<file path="src/rtl/sdram_arbiter.sv">
// Two-port arbiter/sequencer sharing one sdram_controller between the CPU path (port 0) and a DMA master (port 1).
// Latency: write ack in the 5th cycle after req is sampled (busy high 1 cycle); read ack 4 cycles + controller rd_ready delay.
// Backpressure: requester holds req until its ack; controller busy stalls the strobe; a watchdog aborts hung accesses with err.
module sdram_arbiter #(
  parameter int ADDR_W         = 25,
  parameter int DATA_W         = 16,
  parameter int TIMEOUT        = 255,
  parameter int FIXED_PRIORITY = 0
) (
  input  logic              clk,
  input  logic              rst,
  input  logic              p0_req,
  input  logic              p0_we,
  input  logic [ADDR_W-1:0] p0_addr,
  input  logic [DATA_W-1:0] p0_wdata,
  output logic              p0_ack,
  output logic              p0_err,
  output logic [DATA_W-1:0] p0_rdata,
  input  logic              p1_req,
  input  logic              p1_we,
  input  logic [ADDR_W-1:0] p1_addr,
  input  logic [DATA_W-1:0] p1_wdata,
  output logic              p1_ack,
  output logic              p1_err,
  output logic [DATA_W-1:0] p1_rdata,
  output logic [ADDR_W-1:0] wr_addr,
  output logic [DATA_W-1:0] wr_data,
  output logic              wr_enable,
  output logic [ADDR_W-1:0] rd_addr,
  output logic              rd_enable,
  input  logic [DATA_W-1:0] rd_data,
  input  logic              rd_ready,
  input  logic              busy,
  output logic [1:0]        grant
);

  typedef enum logic [2:0] {
    S_IDLE      = 3'd0,
    S_ISSUE     = 3'd1,
    S_WAIT_ACC  = 3'd2,
    S_WAIT_DONE = 3'd3,
    S_RESP      = 3'd4
  } state_t;

  localparam logic [16:0] TIMEOUT_L = 17'(TIMEOUT);

  state_t            state_q, state_d;
  logic [1:0]        grant_q, grant_d;
  logic              last_grant_q, last_grant_d;  // 1 = port 1 was granted last
  logic              we_q, we_d;
  logic [ADDR_W-1:0] wr_addr_q, wr_addr_d;
  logic [ADDR_W-1:0] rd_addr_q, rd_addr_d;
  logic [DATA_W-1:0] wr_data_q, wr_data_d;
  logic [DATA_W-1:0] p0_rdata_q, p0_rdata_d;
  logic [DATA_W-1:0] p1_rdata_q, p1_rdata_d;
  logic [15:0]       wdog_q, wdog_d;
  logic              p0_ack_q, p0_ack_d;
  logic              p1_ack_q, p1_ack_d;
  logic              p0_err_q, p0_err_d;
  logic              p1_err_q, p1_err_d;

  logic [16:0]       wdog_inc;
  logic              timed_out;
  logic              issue_ok;
  logic              sel_p1;
  logic              go_resp;
  logic              resp_err;
  logic              capture;

  // Watchdog fires on the cycle its count would reach TIMEOUT, so the ack lands
  // exactly TIMEOUT cycles after ISSUE was entered.
  assign wdog_inc  = {1'b0, wdog_q} + 17'd1;
  assign timed_out = (wdog_inc >= TIMEOUT_L);

  // The strobe must be seen by the controller in the ISSUE cycle itself, and only
  // while it is not busy, so it is decoded from the registered state and busy.
  assign issue_ok  = (state_q == S_ISSUE) && !busy;
  assign wr_enable = issue_ok && we_q;
  assign rd_enable = issue_ok && !we_q;

  assign wr_addr  = wr_addr_q;
  assign rd_addr  = rd_addr_q;
  assign wr_data  = wr_data_q;
  assign grant    = grant_q;
  assign p0_ack   = p0_ack_q;
  assign p1_ack   = p1_ack_q;
  assign p0_err   = p0_err_q;
  assign p1_err   = p1_err_q;
  assign p0_rdata = p0_rdata_q;
  assign p1_rdata = p1_rdata_q;

  // Next-state logic: arbitration, access sequencing, completion and watchdog abort.
  always_comb begin
    state_d      = state_q;
    grant_d      = grant_q;
    last_grant_d = last_grant_q;
    we_d         = we_q;
    wr_addr_d    = wr_addr_q;
    rd_addr_d    = rd_addr_q;
    wr_data_d    = wr_data_q;
    p0_rdata_d   = p0_rdata_q;
    p1_rdata_d   = p1_rdata_q;
    wdog_d       = wdog_q;
    sel_p1       = 1'b0;
    go_resp      = 1'b0;
    resp_err     = 1'b0;
    capture      = 1'b0;

    case (state_q)
      S_IDLE: begin
        if (p0_req || p1_req) begin
          if (p0_req && p1_req) begin
            sel_p1 = (FIXED_PRIORITY == 0) ? !last_grant_q : 1'b0;
          end else begin
            sel_p1 = p1_req;
          end
          grant_d      = sel_p1 ? 2'b10 : 2'b01;
          last_grant_d = sel_p1;
          we_d         = sel_p1 ? p1_we : p0_we;
          wr_addr_d    = sel_p1 ? p1_addr : p0_addr;
          rd_addr_d    = sel_p1 ? p1_addr : p0_addr;
          wr_data_d    = sel_p1 ? p1_wdata : p0_wdata;
          wdog_d       = '0;
          state_d      = S_ISSUE;
        end
      end
      S_ISSUE: begin
        wdog_d = wdog_inc[15:0];
        if (!busy) begin
          state_d = S_WAIT_ACC;
        end else if (timed_out) begin
          go_resp  = 1'b1;
          resp_err = 1'b1;
        end
      end
      S_WAIT_ACC: begin
        wdog_d = wdog_inc[15:0];
        if (!we_q && rd_ready) begin
          capture = 1'b1;
          go_resp = 1'b1;
        end else if (busy) begin
          state_d = S_WAIT_DONE;
        end else if (timed_out) begin
          go_resp  = 1'b1;
          resp_err = 1'b1;
        end
      end
      S_WAIT_DONE: begin
        wdog_d = wdog_inc[15:0];
        if (we_q ? !busy : rd_ready) begin
          capture = !we_q;
          go_resp = 1'b1;
        end else if (timed_out) begin
          go_resp  = 1'b1;
          resp_err = 1'b1;
        end
      end
      S_RESP: begin
        grant_d = 2'b00;
        state_d = S_IDLE;
      end
      default: begin
        grant_d = 2'b00;
        state_d = S_IDLE;
      end
    endcase

    if (go_resp) begin
      state_d = S_RESP;
    end
    if (capture && grant_q[0]) begin
      p0_rdata_d = rd_data;
    end
    if (capture && grant_q[1]) begin
      p1_rdata_d = rd_data;
    end

    p0_ack_d = go_resp && grant_q[0];
    p1_ack_d = go_resp && grant_q[1];
    p0_err_d = go_resp && resp_err && grant_q[0];
    p1_err_d = go_resp && resp_err && grant_q[1];
  end

  // State and output registers; reset abandons any access in flight without an ack.
  always_ff @(posedge clk or posedge rst) begin
    if (rst) begin
      state_q      <= S_IDLE;
      grant_q      <= 2'b00;
      last_grant_q <= 1'b1;
      we_q         <= 1'b0;
      wr_addr_q    <= '0;
      rd_addr_q    <= '0;
      wr_data_q    <= '0;
      p0_rdata_q   <= '0;
      p1_rdata_q   <= '0;
      wdog_q       <= '0;
      p0_ack_q     <= 1'b0;
      p1_ack_q     <= 1'b0;
      p0_err_q     <= 1'b0;
      p1_err_q     <= 1'b0;
    end else begin
      state_q      <= state_d;
      grant_q      <= grant_d;
      last_grant_q <= last_grant_d;
      we_q         <= we_d;
      wr_addr_q    <= wr_addr_d;
      rd_addr_q    <= rd_addr_d;
      wr_data_q    <= wr_data_d;
      p0_rdata_q   <= p0_rdata_d;
      p1_rdata_q   <= p1_rdata_d;
      wdog_q       <= wdog_d;
      p0_ack_q     <= p0_ack_d;
      p1_ack_q     <= p1_ack_d;
      p0_err_q     <= p0_err_d;
      p1_err_q     <= p1_err_d;
    end
  end

endmodule

</file>
<file path="config.mk">
export PLATFORM = sky130hd
export DESIGN_NAME = sdram_arbiter
export DESIGN_NICKNAME = d
export VERILOG_FILES = /design/src/rtl/sdram_arbiter.sv
export SDC_FILE = /design/constraint.sdc
export NUM_CORES = 1
export LEC_CHECK = 0
export ABC_CLOCK_PERIOD_IN_PS = 2840
export CAP_MARGIN = 20
export CORE_ASPECT_RATIO = 1.75
export CORE_UTILIZATION = 40
export CTS_BUF_LIST = sky130_fd_sc_hd__clkbuf_8
export CTS_CLUSTER_DIAMETER = 60
export DETAILED_ROUTE_END_ITERATION = 7
export HOLD_SLACK_MARGIN = 0.12
export PLACE_DENSITY = 0.79
export SETUP_SLACK_MARGIN = 0.05
export SLEW_MARGIN = 5
export SYNTH_ARGS = -nofsm -noshare
export SYNTH_HDL_FRONTEND = slang
export SYNTH_SLANG_ARGS = --single-unit
</file>
<file path="constraint.sdc">
create_clock -name clk -period 2.84 [get_ports clk]
set_input_delay 0.426 -clock clk [delete_from_list [all_inputs] [get_ports clk]]
set_output_delay 0.426 -clock clk [all_outputs]
set_load 0.005 [all_outputs]
</file>
# Word level (Yosys, flattened, before mapping)
# Cells that the tools add are included.
[totals]
word_cells = 78
in_bits = 106
reg_bits = 100
out_inout_bits = 106
[op_classes]
bitwise_logic = 1
n_mux = 30
add_sub_neg = 1
eq_ne = 9
reduce_logical = 23
n_lt_le_gt_ge = 1
[ops]
columns = ["op", "count"]
rows = [
  ["two-way mux 16 bit", 2],
  ["one-hot mux 16 bit (2 select lines)", 1],
  ["two-way mux 25 bit", 1],
  ["adder 16 x 1 -> 17 bit, second input constant", 1],
  ["greater-or-equal comparator 17 x 8 -> 1 bit, second input constant", 1],
  ["two-way mux 3 bit", 5],
  ["two-way mux 1 bit", 14],
  ["logical AND 1 bit", 12],
  ["inequality test 3 bit, second input constant", 4],
  ["one-hot mux 3 bit (4 select lines)", 1],
  ["equality test 3 x 2 -> 1 bit, second input constant", 2],
  ["one-hot mux 1 bit (3 select lines)", 2],
  ["AND reduction 2 bit", 3],
  ["AND reduction 5 bit", 1],
  ["two-way mux 2 bit", 2],
  ["inequality test 2 bit, second input constant", 2],
  ["one-hot mux 2 bit (2 select lines)", 1],
  ["equality test 3 x 1 -> 1 bit, second input constant", 1],
  ["logical NOT 1 bit", 3],
  ["logical NOT 3 bit", 1],
  ["OR reduction 3 bit", 1],
  ["one-hot mux 1 bit (2 select lines)", 1],
  ["nonzero test 2 bit", 1],
  ["logical OR 1 bit", 1],
  ["inverter 1 bit", 1],
]

# Depth between registers and ports, before layout
# Gate-level depths: netlist (run 1).
[logic_depth]
ltp_word = 8
ltp_mapped = 8
mapped_depth_nobuf = 6

# Worst setup path before layout (run 1)
# Ideal clock, no wire load.
[synth_path]
path_type = "reg-to-reg"
start = "register wdog_q[0]"
end = "register state_q[2]"
arrival_time_ns = 1.730
required_time_ns = 2.691
path_buffers = 0
stages_incl_launch_ff = 7
slack_ns = 0.961
setup_ns = 0.149
cell_sequence = "dfrtp_1 ha_1 nand3_4 or3_1 xor2_1 o2111a_2 a31oi_4"
[synth_between]
elab_chain_cells = 8
[synth_rtl]
columns = ["item", "line", "text"]
rows = [
  ["start: declaration", "56", "logic [15:0] wdog_q, wdog_d;"],
  ["start signal: assignment", "211", "wdog_q <= wdog_d;"],
  ["adder 16 x 1 -> 17 bit (*)", "72", "assign wdog_inc = {1'b0, wdog_q} + 17'd1;"],
  ["greater-or-equal comparator 17 x 8 -> 1 bit (*)", "73", "assign timed_out = (wdog_inc >= TIMEOUT_L);"],
  ["two-way mux 1 bit (*)", "131, 143, 153", ""],
  ["two-way mux 1 bit", "141", "end else if (busy) begin"],
  ["two-way mux 1 bit", "138", "if (!we_q && rd_ready) begin"],
  ["one-hot mux 1 bit (3 select lines) (*)", "109", "case (state_q)"],
  ["inequality test 3 bit (no source line) or inequality test 2 bit (tied branches)", "-", ""],
  ["AND reduction 5 bit (no source line)", "-", ""],
  ["end signal: assignment", "202", "state_q <= state_d;"],
  ["end: declaration", "47", "state_t state_q, state_d;"],
]
# Mark *: on every way between the ends. The rest lies on a longest branch, timed or not.
# A chain may end at the register's enable or synchronous reset.

# Worst setup path in the final report (run 1)
[layout_path]
start = "input busy"
end = "output wr_enable"
[layout_between]
elab_chain_cells = 3
[layout_rtl]
columns = ["item", "line", "text"]
rows = [
  ["start: declaration", "33", "input logic busy,"],
  ["logical NOT 1 bit", "77", "assign issue_ok = (state_q == S_ISSUE) && !busy;"],
  ["logical AND 1 bit", "77", ""],
  ["logical AND 1 bit", "78", "assign wr_enable = issue_ok && we_q;"],
  ["end: declaration", "28", "output logic wr_enable,"],
]
# No other way between the ends.

==> flow_metrics.env, run 1 <==
export IMPL_status="finished clean"
export IMPL_crit_fanout=7
export IMPL_place_gp_congestion=0.829
export IMPL_vdd_drop_max_uv=483
export IMPL_syn_mean_instance_area_um2=10.7
export IMPL_path_clk_slew_ns=0.12
export IMPL_endpoint="wr_enable"
export IMPL_grt_pass1_vias=4453
export IMPL_relSlewSlack_pct=43.3
export IMPL_critPathCaptureType="output pin"
export IMPL_hold_violations=0
export IMPL_hold_path_class="reg -> reg"
export IMPL_synth_edf_count=0
export IMPL_final_layout_size_suffix_gt1_share_pct=12.9
export IMPL_syn2layout_area_growth_pct=49.1
export IMPL_hpwl_mm=10.1
export IMPL_fmax_mhz=394
export IMPL_drt_wirelength_per_cell_um=16.3
export IMPL_drv_slew=0
export IMPL_worst_pin_slew_ns=0.844
export IMPL_fin_tns_setup_ns=0
export IMPL_grt_setup_unrepaired="no"
export IMPL_antenna_found_initial=0
export IMPL_seq_area_frac_synth_pct=50.2
export IMPL_critPathMaxStageDelay_ns=0.54
export IMPL_holdWs_ns=0.519
export IMPL_start_kind="input pin"
export IMPL_die_w_um=86.4
export IMPL_crit_family="buffers and inverters"
export IMPL_power_density_nw_per_um2=933
export IMPL_clock_latency_ns=0.37
export IMPL_port_buffers=211
export IMPL_fin_crit_ns=2.54
export IMPL_worstSetupPathDepth=5
export IMPL_critical_path_class="in -> out"
export IMPL_layout_nets=762
export IMPL_h_tree_depth=3
export IMPL_worst_path_buf_inv=2
export IMPL_post_place_ws_ns=0.316
export IMPL_worst_slack_ns=0.303
export IMPL_async_reset_ff_share_pct=100
export IMPL_drtIter0Drc=197
export IMPL_slowest_stage="clkdlybuf4s50_1"
export IMPL_reg2reg_to="state_q[2]"
export IMPL_worstSetupStartpoint="busy"
export IMPL_synth_seq_cells=100
export IMPL_p_leak_nw=3.09
export IMPL_ff2ff_path_depth=6
export IMPL_clkSinkCount=100
export IMPL_cts_hold_buf=0
export IMPL_cts_buffers=9
export IMPL_die_h_um=150
export IMPL_vias=4248
export IMPL_syn_inst=467
export IMPL_antenna_cells=0
export IMPL_cts_buffer_depth=2
export IMPL_ctsRootBufferMaster="clkbuf_8"
export IMPL_drt_first_pass_iters=4
export IMPL_crit_top_cell="clkdlybuf4s50_1"
export IMPL_drc=0
export IMPL_grt_pass1_wl_mm=21.0
export IMPL_cap_violations=0
export IMPL_path_cells="clkdlybuf4s50_1 > nor2b_1 > nand2b_1 > nor3b_1 > clkdlybuf4s50_1"
export IMPL_row_count=53
export IMPL_cts_tree="yes"
export IMPL_boundaryPins=212
export IMPL_coreArea_um2=12100
export IMPL_detail_route_antenna_nets=0
export IMPL_final_setup_viol_count=0
export IMPL_reg2reg_setup_slack_ns=0.71
export IMPL_grt_use_total_pct=20.8
export IMPL_synth_ff_type="dfrtp_1"
export IMPL_clock_skew_ns=0.0174
export IMPL_routed_via_density=5.16
export IMPL_initial_core_util_pct=41.3
export IMPL_synth_fp_nets=575
export IMPL_crit_arrival_ns=2.11
export IMPL_cp_required_ns=2.41
export IMPL_synth_cell_area_um2=4980
export IMPL_r2r_start="wdog_q[0]"
export IMPL_period_share_pct=89.3
export IMPL_ys_warnings_count=0
export IMPL_die_area_um2=12900
export IMPL_grt_remaining_overflow=0
export IMPL_post_cts_resized=0
export IMPL_synth_cell_type_count=52
export IMPL_drt_total_wl_mm=13.4
export IMPL_grt_max_degree=47
export IMPL_post_cts_setup_buffers=0
[sequential cells by signal, indices dropped and copies added, names as in the netlist]
signal and count:
state_q 3, p1_ack 1, p0_ack 1, p1_rdata 16
p0_rdata 16, grant 2, we_q 1, rd_addr 25
wr_data 16, p0_err 1, wdog_q 16, last_grant_q 1
p1_err 1
[worst register-to-register path, stage by stage (launching register included)]
cell and delay (ns):
dfrtp_1 0.49, ha_1 0.32, nand3_4 0.16, nor4_4 0.27, mux2i_1 0.33, o2111a_2 0.35
a31oi_4 0.09
[placed cells by master, fill, tap and decap left out, types with 7 or more instances in the layout]
cell / count
clkbuf_8: 9
o21ai_0: 24
dfrtp_1: 99
mux2i_1: 46
mux2_2: 33
a21oi_1: 51
clkdlybuf4s50_1: 211
nor2_1: 58
buf_4: 12
nand3_1: 7
nand2_1: 17
[worst min path at each step]
stage	from	cells past startpoint	endpoint	slack (ns)
after detailed placement	p0_rdata[12]	1	p0_rdata[12]	0.50
after global placement	p0_rdata[5]	1	p0_rdata[5]	0.49
after CTS	p0_rdata[12]	1	p0_rdata[12]	0.52
after global routing	p0_rdata[12]	1	p0_rdata[12]	0.53
after floorplan	wdog_q[12]	1	wdog_q[12]	0.50
final	p0_rdata[4]	1	p0_rdata[4]	0.52
[routing by layer]
layer | up-vias | share of wire (%) | global-route usage (%)
li1 | 1985 | - | -
met1 | 2061 | 36 | 22.3
met2 | 167 | 55 | 38.4
met3 | 35 | 5.4 | 4.58
met4 | 0 | 3.5 | 9.50
met5 | - | 0 | 0
[report_power, final]
part / leakage (nW) / switching, mW / internal, mW / total [mW]
clock network: 0.121 / 0.531 / 0.521 / 1.05
registers: 1.21 / 0.504 / 2.03 / 2.53
logic: 1.76 / 1.33 / 2.02 / 3.35
[through the flow]
stage	instance area [µm²]	instances	utilization, %	total power, mW
6_report	7430	824	61.6	6.94
5_1_grt	7430	824	61.6	7.41
4_1_cts	7430	824	61.6	7.01
3_5_place_dp	7190	808	59.6	5.92
3_3_place_gp	7190	808	59.6	5.80
2_1_floorplan	4990	467	-	4.13
[synthesized netlist by cell type (3+ instances only)]
cell,instances,area share (%)
or2_2,4,0.50
dfrtp_1,99,50
buf_4,26,3.9
clkbuf_1,12,0.90
nor3_1,4,0.40
o21ai_0,24,2.4
nand3_1,7,0.70
nor2_1,58,4.4
buf_2,13,1.3
nand2_1,17,1.3
xor2_1,3,0.53
mux2_2,33,7.5
nand4_1,3,0.38
nor2b_1,5,0.63
a21oi_1,51,5.1
inv_1,6,0.45
o21ai_1,4,0.40
nand2b_1,3,0.38
mux2i_1,46,9.2
o22ai_1,3,0.38
[cell type report]
| class | count | area, µm² |
|---|---|---|
| clock inverter | 7 | 116 |
| sequential | 100 | 2500 |
| multi-input combinational | 310 | 2170 |
| inverter | 6 | 26.3 |
| tap | 165 | 206 |
| clock buffer | 9 | 124 |
| fill | 1006 | 4640 |
| timing repair buffer | 227 | 2280 |
[kinds of logic (layout without fill, tap and decap cells)]
group,count (synthesis),after routing,share of synthesized area (%)
buf+inv,57,249,6.58
mux,80,80,17.0
flops,100,100,50.2
fa+ha+maj,2,2,0.502
simple gates,121,121,12.9
xor+xnor,5,5,0.879
compound gates,102,102,11.9
Power figures use the tool's default switching activity.
==> inputs of run 2 (changes only) <==
==> constraint.sdc (replaced) <==
create_clock -name clk -period 2.84 [get_ports clk]
set_input_delay 0.568 -clock clk [delete_from_list [all_inputs] [get_ports clk]]
set_output_delay 0.568 -clock clk [all_outputs]
set_load 0.005 [all_outputs]
==> run 2 against run 1 <==
Against the previous run: count of clock-buffer cells in the layout did not move; largest power group unchanged; cell area fell by 0.57%; register-to-register slack better by 0.03 ns; setup slack lost 0.083 ns; largest cell class unchanged; routed wire length down 1.9%; highest routed layer unchanged; non-clock buffer count is 1 lower; core utilization shrank 0.35 points; hold slack got worse by 0.097 ns; via count decreased by 1.4%; clock power decreased by 9.9%.
==> flow_metrics.env, run 2 (synthesized netlist as in run 1, its figures left out) <==
export IMPL_period_share_pct=92.3
export IMPL_cp_required_ns=2.27
export IMPL_critical_path_class="in -> out"
export IMPL_crit_top_cell="clkdlybuf4s50_1"
export IMPL_drt_first_pass_iters=4
export IMPL_detail_route_antenna_nets=0
export IMPL_worst_slack_ns=0.220
export IMPL_mostFrequentLayoutCells="clkdlybuf4s50_1, dfrtp_1, nor2_1"
export IMPL_p_leak_nw=3.06
export IMPL_power_density_nw_per_um2=924
export IMPL_worst_path_buf_inv=2
export IMPL_routed_via_density=5.09
export IMPL_critPathMaxStageDelay_ns=0.53
export IMPL_path_clk_slew_ns=0.10
export IMPL_coreArea_um2=12100
export IMPL_drt_wirelength_per_cell_um=16.0
export IMPL_post_cts_setup_buffers=0
export IMPL_top_layer="met4"
export IMPL_final_layout_size_suffix_gt1_share_pct=12.8
export IMPL_initial_core_util_pct=41.3
export IMPL_fillers=1041
export IMPL_drv_slew=0
export IMPL_slowest_stage="clkdlybuf4s50_1"
export IMPL_grt_max_degree=89
export IMPL_final_setup_viol_count=0
export IMPL_hpwl_mm=9.91
export IMPL_die_area_um2=12900
export IMPL_die_h_um=150
export IMPL_syn2layout_area_growth_pct=48.2
export IMPL_layout_nets=761
export IMPL_vias=4190
export IMPL_critPathCaptureType="output pin"
export IMPL_worst_pin_slew_ns=0.621
export IMPL_hold_violations=0
export IMPL_wl_met1_mm=4.69
export IMPL_fmax_mhz=382
export IMPL_cts_hold_buf=0
export IMPL_grt_pass1_wl_mm=20.9
export IMPL_place_gp_congestion=0.790
export IMPL_fin_total_pwr_mw=6.83
export IMPL_reg2reg_setup_slack_ns=0.74
export IMPL_die_w_um=86.4
export IMPL_post_cts_resized=0
export IMPL_port_buffers=211
export IMPL_cap_violations=0
export IMPL_clock_skew_ns=0.0166
export IMPL_cts_buffer_depth=2
export IMPL_crit_fanout=3
export IMPL_hold_path_class="in -> async"
export IMPL_crit_arrival_ns=2.05
export IMPL_mostFrequentLayoutCell="clkdlybuf4s50_1"
export IMPL_clock_latency_ns=0.39
export IMPL_antenna_cells=0
export IMPL_boundaryPins=212
export IMPL_wl_met2_mm=7.30
export IMPL_drc=0
export IMPL_fin_tns_setup_ns=0
export IMPL_antenna_found_initial=0
export IMPL_cts_tree="yes"
export IMPL_grt_use_total_pct=21.2
export IMPL_fin_util_pct=61.2
export IMPL_grt_pass1_vias=4325
export IMPL_cts_buffers=9
export IMPL_post_place_ws_ns=0.235
export IMPL_vdd_drop_max_uv=458
export IMPL_drtIter0Drc=234
export IMPL_largest_register_ffs=25
export IMPL_crit_family="buffers and inverters"
export IMPL_routed_wl_met3_um=620
export IMPL_status="finished clean"
export IMPL_h_tree_depth=3
export IMPL_path_cells="clkdlybuf4s50_1 > nor2b_1 > nand2b_1 > nor3b_1 > clkdlybuf4s50_1"
export IMPL_grt_setup_unrepaired="no"
export IMPL_relSlewSlack_pct=58.6
export IMPL_ctsRootBufferMaster="clkbuf_8"
export IMPL_fin_crit_ns=2.62
export IMPL_clkSinkCount=100
export IMPL_grt_remaining_overflow=0
export IMPL_drt_total_wl_mm=13.1
export IMPL_start_kind="input pin"
export IMPL_row_count=53
[run 2: report_power, final]
group / switching (mW) / internal [mW] / total (mW)
logic: 1.33 / 2.03 / 3.36
registers: 0.490 / 2.03 / 2.52
clock network: 0.587 / 0.359 / 0.946
[run 2: path summary, 6_finish.rpt]
| check | startpoint | end | cells past startpoint |
|---|---|---|---|
| worst min-delay path | rst | rd_addr[9] | 2 |
| max in group asynchronous | rst | grant[1] | 3 |
| min in group clk | p1_rdata[9] | p1_rdata[9] | 1 |
| worst max register to register | wdog_q[0] | state_q[2] | 6 |
| worst max-delay path | busy | wr_enable | 5 |
| worst min register to register | p1_rdata[9] | p1_rdata[9] | 1 |
[run 2: per-layer routing]
metal	vias up	GRT usage (%)
met1	2009	22.6
met4	0	10.0
met3	33	4.69
met5	-	0
li1	1990	-
met2	158	38.7
[run 2: cell type report]
class	instances	area [µm²]	area share (%)
Tap cell	165	206	2.79
Inverter	6	26.3	0.356
Timing Repair Buffer	226	2260	30.6
Sequential cell	100	2500	33.9
Clock buffer	9	124	1.68
Multi-Input combinational cell	310	2170	29.4
Clock inverter	7	93.8	1.27
[run 2: per-stage QoR]
| stage | hold WS [ns] | cells | cell area (µm²) |
|---|---|---|---|
| after floorplan | 0.501 | 467 | 4990 |
| after global routing | 0.415 | 823 | 7390 |
| after CTS | 0.404 | 823 | 7390 |
| final | 0.423 | 823 | 7390 |
| after global placement | 0.488 | 807 | 7170 |
| after detailed placement | 0.494 | 807 | 7170 |
